### src/rtl/reg_bank.sv
// Parametrised register bank: DEPTH x WIDTH flops, one load port, one increment
// port, two combinational read ports with per-register valid tracking.

module reg_bank_cell #(
  parameter int               WIDTH     = 16,
  parameter logic [WIDTH-1:0] RESET_VAL = '0
) (
  input  logic             clk,
  input  logic             reset,
  input  logic             ld,
  input  logic             inc,
  input  logic [WIDTH-1:0] d,
  output logic [WIDTH-1:0] q,
  output logic             vld
);
  // ld and inc are made mutually exclusive by the bank; load wins a collision.
  always_ff @(posedge clk or posedge reset) begin
    if (reset) begin
      q   <= RESET_VAL;
      vld <= 1'b0;
    end else if (ld) begin
      q   <= d;
      vld <= 1'b1;
    end else if (inc) begin
      q   <= q + WIDTH'(1);
    end
  end
endmodule

module reg_bank #(
  parameter int               WIDTH     = 16,
  parameter int               DEPTH     = 8,
  parameter logic [WIDTH-1:0] RESET_VAL = '0,
  parameter bit               BYPASS    = 1'b1,
  localparam int              AW        = $clog2(DEPTH)
) (
  input  logic             clk,
  input  logic             reset,
  input  logic             wr_en,
  input  logic [AW-1:0]    wr_addr,
  input  logic [WIDTH-1:0] buswires,
  input  logic             inc_en,
  input  logic [AW-1:0]    inc_addr,
  input  logic [AW-1:0]    rd_addr_a,
  input  logic [AW-1:0]    rd_addr_b,
  output logic [WIDTH-1:0] rd_a,
  output logic [WIDTH-1:0] rd_b,
  output logic             rd_a_valid,
  output logic             rd_b_valid,
  output logic [DEPTH-1:0] valid,
  output logic             inc_wrap
);

  logic [DEPTH-1:0][WIDTH-1:0] regs;
  logic [DEPTH-1:0]            ld, inc, ones;
  logic                        byp_ok;

  // Per-register decode; out-of-range addresses simply match no register.
  for (genvar i = 0; i < DEPTH; i++) begin : g_reg
    assign ld[i]   = wr_en && (wr_addr == AW'(i));
    assign inc[i]  = inc_en && (inc_addr == AW'(i)) && !ld[i];
    assign ones[i] = &regs[i];

    reg_bank_cell #(
      .WIDTH     (WIDTH),
      .RESET_VAL (RESET_VAL)
    ) u_cell (
      .clk   (clk),
      .reset (reset),
      .ld    (ld[i]),
      .inc   (inc[i]),
      .d     (buswires),
      .q     (regs[i]),
      .vld   (valid[i])
    );
  end

  always_ff @(posedge clk or posedge reset) begin
    if (reset) inc_wrap <= 1'b0;
    else       inc_wrap <= |(inc & ones);
  end

  // Bypass only for an in-range write, and never while reset holds the bank clear.
  assign byp_ok = BYPASS && !reset && (|ld);

  function automatic logic [WIDTH:0] read_port(
    input logic [AW-1:0]                 addr,
    input logic [DEPTH-1:0][WIDTH-1:0]   r,
    input logic [DEPTH-1:0]              v,
    input logic                          byp,
    input logic [AW-1:0]                 waddr,
    input logic [WIDTH-1:0]              wdata
  );
    logic [WIDTH:0] res;
    res = '0;
    for (int i = 0; i < DEPTH; i++)
      if (addr == AW'(i)) res = {v[i], r[i]};
    if (byp && (addr == waddr)) res = {1'b1, wdata};
    return res;
  endfunction

  assign {rd_a_valid, rd_a} = read_port(rd_addr_a, regs, valid, byp_ok, wr_addr, buswires);
  assign {rd_b_valid, rd_b} = read_port(rd_addr_b, regs, valid, byp_ok, wr_addr, buswires);

endmodule

### config.mk
export PLATFORM = sky130hd
export DESIGN_NAME = reg_bank
export DESIGN_NICKNAME = d
export VERILOG_FILES = /design/src/rtl/reg_bank.sv
export SDC_FILE = /design/constraint.sdc
export NUM_CORES = 1
export LEC_CHECK = 0
export ABC_AREA = 1
export ABC_CLOCK_PERIOD_IN_PS = 5800
export BUFFER_PORTS_ARGS = -buffer_cell sky130_fd_sc_hd__buf_2
export CORE_MARGIN = 3
export CORE_UTILIZATION = 62
export DETAILED_ROUTE_END_ITERATION = 7
export MAX_ROUTING_LAYER = met4
export PLACE_DENSITY = 0.82
export SYNTH_ARGS = -nofsm -noshare
export SYNTH_HDL_FRONTEND = slang
export SYNTH_SLANG_ARGS = --single-unit
### constraint.sdc
create_clock -name clk -period 5.8 [get_ports clk]
set_input_delay 0.58 -clock clk [delete_from_list [all_inputs] [get_ports clk]]
set_output_delay 0.58 -clock clk [all_outputs]
set_load 0.02 [all_outputs]
==> summary.txt <==
Outcome
  • Result of the run: finished, final reports clean

STA
  • Setup TNS: 0 ns
  • Final Setup Violations: 0
  • Max_slew headroom: 11.6%
  • Max frequency: 0.290 GHz
  • Fin. Hold Viols: 0
  • RSZ-0062 raised after global routing: false
  • Final WS setup: 2.36 ns
  • Worst slew pin tran: 1.31 ns
  • Tmin final: 3.44 ns
  • Final clock skew: 0.00937 ns
  • Part of the cycle the worst path needs: 59.4%
  • Final Max Slew Viols: 0

Logic synthesis
  • Synth top area share: 31.6%
  • Yosys warning count: 0
  • Distinct cell type count after synthesis: 41
  • Synthesized instance count: 1,691
  • Synthesized area: 0.0108 mm2
  • Top_reg_cell synth: dfrtp_1
  • Largest cells by area after synthesis: dfrtp_1 32%, nand2_1 17%, nor2_1 8.0%
  • Flop and latch count out of synthesis: 137
  • Seq/Total Area, Yosys: 31.6%
  • Synth Net Count: 1,731
  • Area leader, netlist: dfrtp_1
  • Synth cell count leaders: 503 x nand2_1, 230 x nor2_1, 167 x inv_1
  • Ys async rst share: 100%
  • Dominant cell by count in the synthesized netlist: nand2_1
  • EDFF count, synth: 0
  • Syn_area_per_cell: 6.41 um2

Clocking
  • CTS Buf Count: 17
  • Clock latency on the worst-skew pair: 0.44 ns
  • Cells resized by post-CTS repair: 0
  • TritonCTS clock tree: built
  • Clk slew on worst S/H paths: 0.06 ns
  • Clock sinks: 137
  • Post-CTS Repair Setup Buffers: 0
  • Max H-tree Level: 4
  • CTS max path bufs: 2
  • Clk root buf: clkbuf_16
  • # hold bufs at CTS: 0

Placed design
  • Placed insts: 1,920
  • Placement Cell Area: 0.0112 mm2
  • RePlAce Congestion: 1.11
  • Hpwl dp: 33,400 um
  • Dpl ws: 2.54 ns
  • IO buf count: 74

Global routing
  • Largest net degree at the start of global routing: 89
  • Global Route Usage Sum: 47.6%
  • Initial antenna violation count: 1
  • Grt ovf: 0
  • First-pass GRT wire length: 67,900 um
  • Vias in the first global route: 11,700

Floorplan
  • Core Box Area: 0.0168 mm2
  • I/O pins: 75
  • Starting density of the core: 64.4%
  • Die Area: 0.0191 mm2
  • Die Y: 138 um
  • Row cnt: 47
  • Overall die width: 138 um

Final layout
  • Nets: 1,759
  • Area Overhead vs Synth: 8.65%
  • Final Instance Area: 0.0118 mm2
  • Final std cells w/o fill: 1,950
  • Layout cells sized above 1: 9.54%

Critical path
  • R2R depth: 9
  • WS Path Type: input pin to primary output
  • WP data arrival: 2.86 ns
  • Setup crit end kind: primary output
  • FF-to-FF Start: g_reg[6].u_cell.q[0]$_DFFE_PP0P_
  • Critical path fanouts, max: 33
  • Worst Path Required: 5.22 ns
  • CP Launch Type: input pin
  • R2r endpoint: inc_wrap$_DFF_PP0_
  • Worst R2R Setup Slack: 3.53 ns

Power
  • Peak VDD IR: 0.308 mV
  • Total Power: 3.93 mW
  • Leakage Power: 5.61 nW
  • Pwr dens: 334 mW/mm2

Drt
  • Via-to-Cell Ratio: 6.45
  • DR DRC count: 0
  • Routed wire per std cell: 23.2 um
  • WL met1: 16,200 um
  • Drt pass-1 iters: 8
  • Top Layer Used: met4
  • Metal2 WL: 18,600 um
  • Final ANT Viol Nets: 0
  • Routed wl met3: 7360 um
  • Via count: 12,600
  • Detailed Route Iter0 Violations: 1,880
  • Routed WL: 45,300 um

Flow run
  • Max_cap viols: 0

Min path
  • Hold Crit Class: input pin to async pin
==> worst max path at each step <==
stage / from / end / cells after the start
floorplan: reset / g_reg[0].u_cell.q[0]$_DFFE_PP0P_ / 1
global placement: reset / rd_a[3] / 9
detailed placement: reset / rd_a_valid / 8
CTS: reset / rd_a_valid / 8
global route: reset / rd_a[1] / 8
finish: reset / rd_a_valid / 8
==> per-stage QoR <==
step | hold WS [ns] | utilization [%]
floorplan | 0.458 | -
global placement | 0.500 | 66.5
detailed placement | 0.525 | 66.5
CTS | 0.347 | 70.0
global route | 0.381 | 70.0
finish | 0.310 | 70.0
==> metal layers <==
| metal | GRT usage [%] | vias up |
|---|---|---|
| met1 | 62.1 | 5721 |
| li1 | - | 5555 |
| met3 | 13.8 | 235 |
| met5 | - | - |
| met4 | 24.3 | 0 |
| met2 | 67.5 | 1063 |
==> logic make-up (layout without fill, tap and decap cells) <==
kind of cell | after synthesis | count (layout) | synth area share (%)
simple gates | 966 | 966 | 37.7
flops | 137 | 137 | 31.6
buf+inv | 257 | 295 | 9.64
xor+xnor | 77 | 77 | 6.22
compound gates | 246 | 246 | 13.9
fa+ha+maj | 8 | 8 | 0.924
other cells | 0 | 1 | 0
==> sequential cells by signal, indices dropped and copies added (netlist names) <==
register,count
g.u_cell.vld,8
inc_wrap,1
g.u_cell.q,128
==> power by group <==
| part | leakage [nW] | total [mW] | switching (mW) | internal, mW |
|---|---|---|---|---|
| registers | 1.61 | 1.60 | 0.424 | 1.17 |
| clock network | 0.276 | 1.12 | 0.441 | 0.680 |
| logic | 3.72 | 1.22 | 0.812 | 0.403 |
==> worst max-delay path, cell delays in order <==
cell     delay, ns
buf_2         0.13
nor2_1        0.45
o21ai_1       0.13
nor2_1        0.10
and2_1        0.95
a21oi_1       0.13
nand4_1       0.18
buf_2         0.18
==> cells in the final DEF (no fill, tap or decap), types with 3 or more instances in the layout <==
| cell | Yosys | final |
|---|---|---|
| a21oi_1 | 116 | 116 |
| a31oi_1 | 3 | 3 |
| buf_2 | 26 | 74 |
| buf_4 | 12 | 3 |
| bufinv_16 | 0 | 3 |
| clkbuf_16 | 0 | 17 |
| clkinv_4 | 0 | 3 |
| clkinvlp_4 | 0 | 4 |
| dfrtp_1 | 137 | 137 |
| ha_1 | 8 | 8 |
| inv_1 | 167 | 166 |
| inv_2 | 20 | 20 |
| nand2_1 | 503 | 503 |
| nand2_2 | 4 | 4 |
| nand3_1 | 115 | 115 |
| nand3_2 | 4 | 4 |
| nand3b_1 | 4 | 4 |
| nand4_1 | 32 | 32 |
| nor2_1 | 230 | 230 |
| nor2_2 | 9 | 9 |
| nor3_1 | 41 | 41 |
| nor3_2 | 6 | 5 |
| nor3_4 | 2 | 3 |
| o211ai_1 | 15 | 15 |
| o21ai_0 | 29 | 29 |
| o21ai_1 | 5 | 5 |
| o21bai_1 | 15 | 15 |
| o221ai_1 | 41 | 41 |
| o22ai_1 | 16 | 16 |
| or2_2 | 9 | 9 |
| xnor2_1 | 15 | 15 |
| xor2_1 | 62 | 62 |
==> layout make-up <==
type / count / area [um2]
well taps: 220 / 275
clock inverters: 11 / 151
repair buffers: 77 / 393
fillers: 1397 / 5040
flip-flops and latches: 137 / 3430
diodes: 1 / 2.50
multi-input cells: 1297 / 6370
clock buffers: 18 / 439
inverters: 189 / 714
No activity file was read; power rests on OpenSTA's default activity.
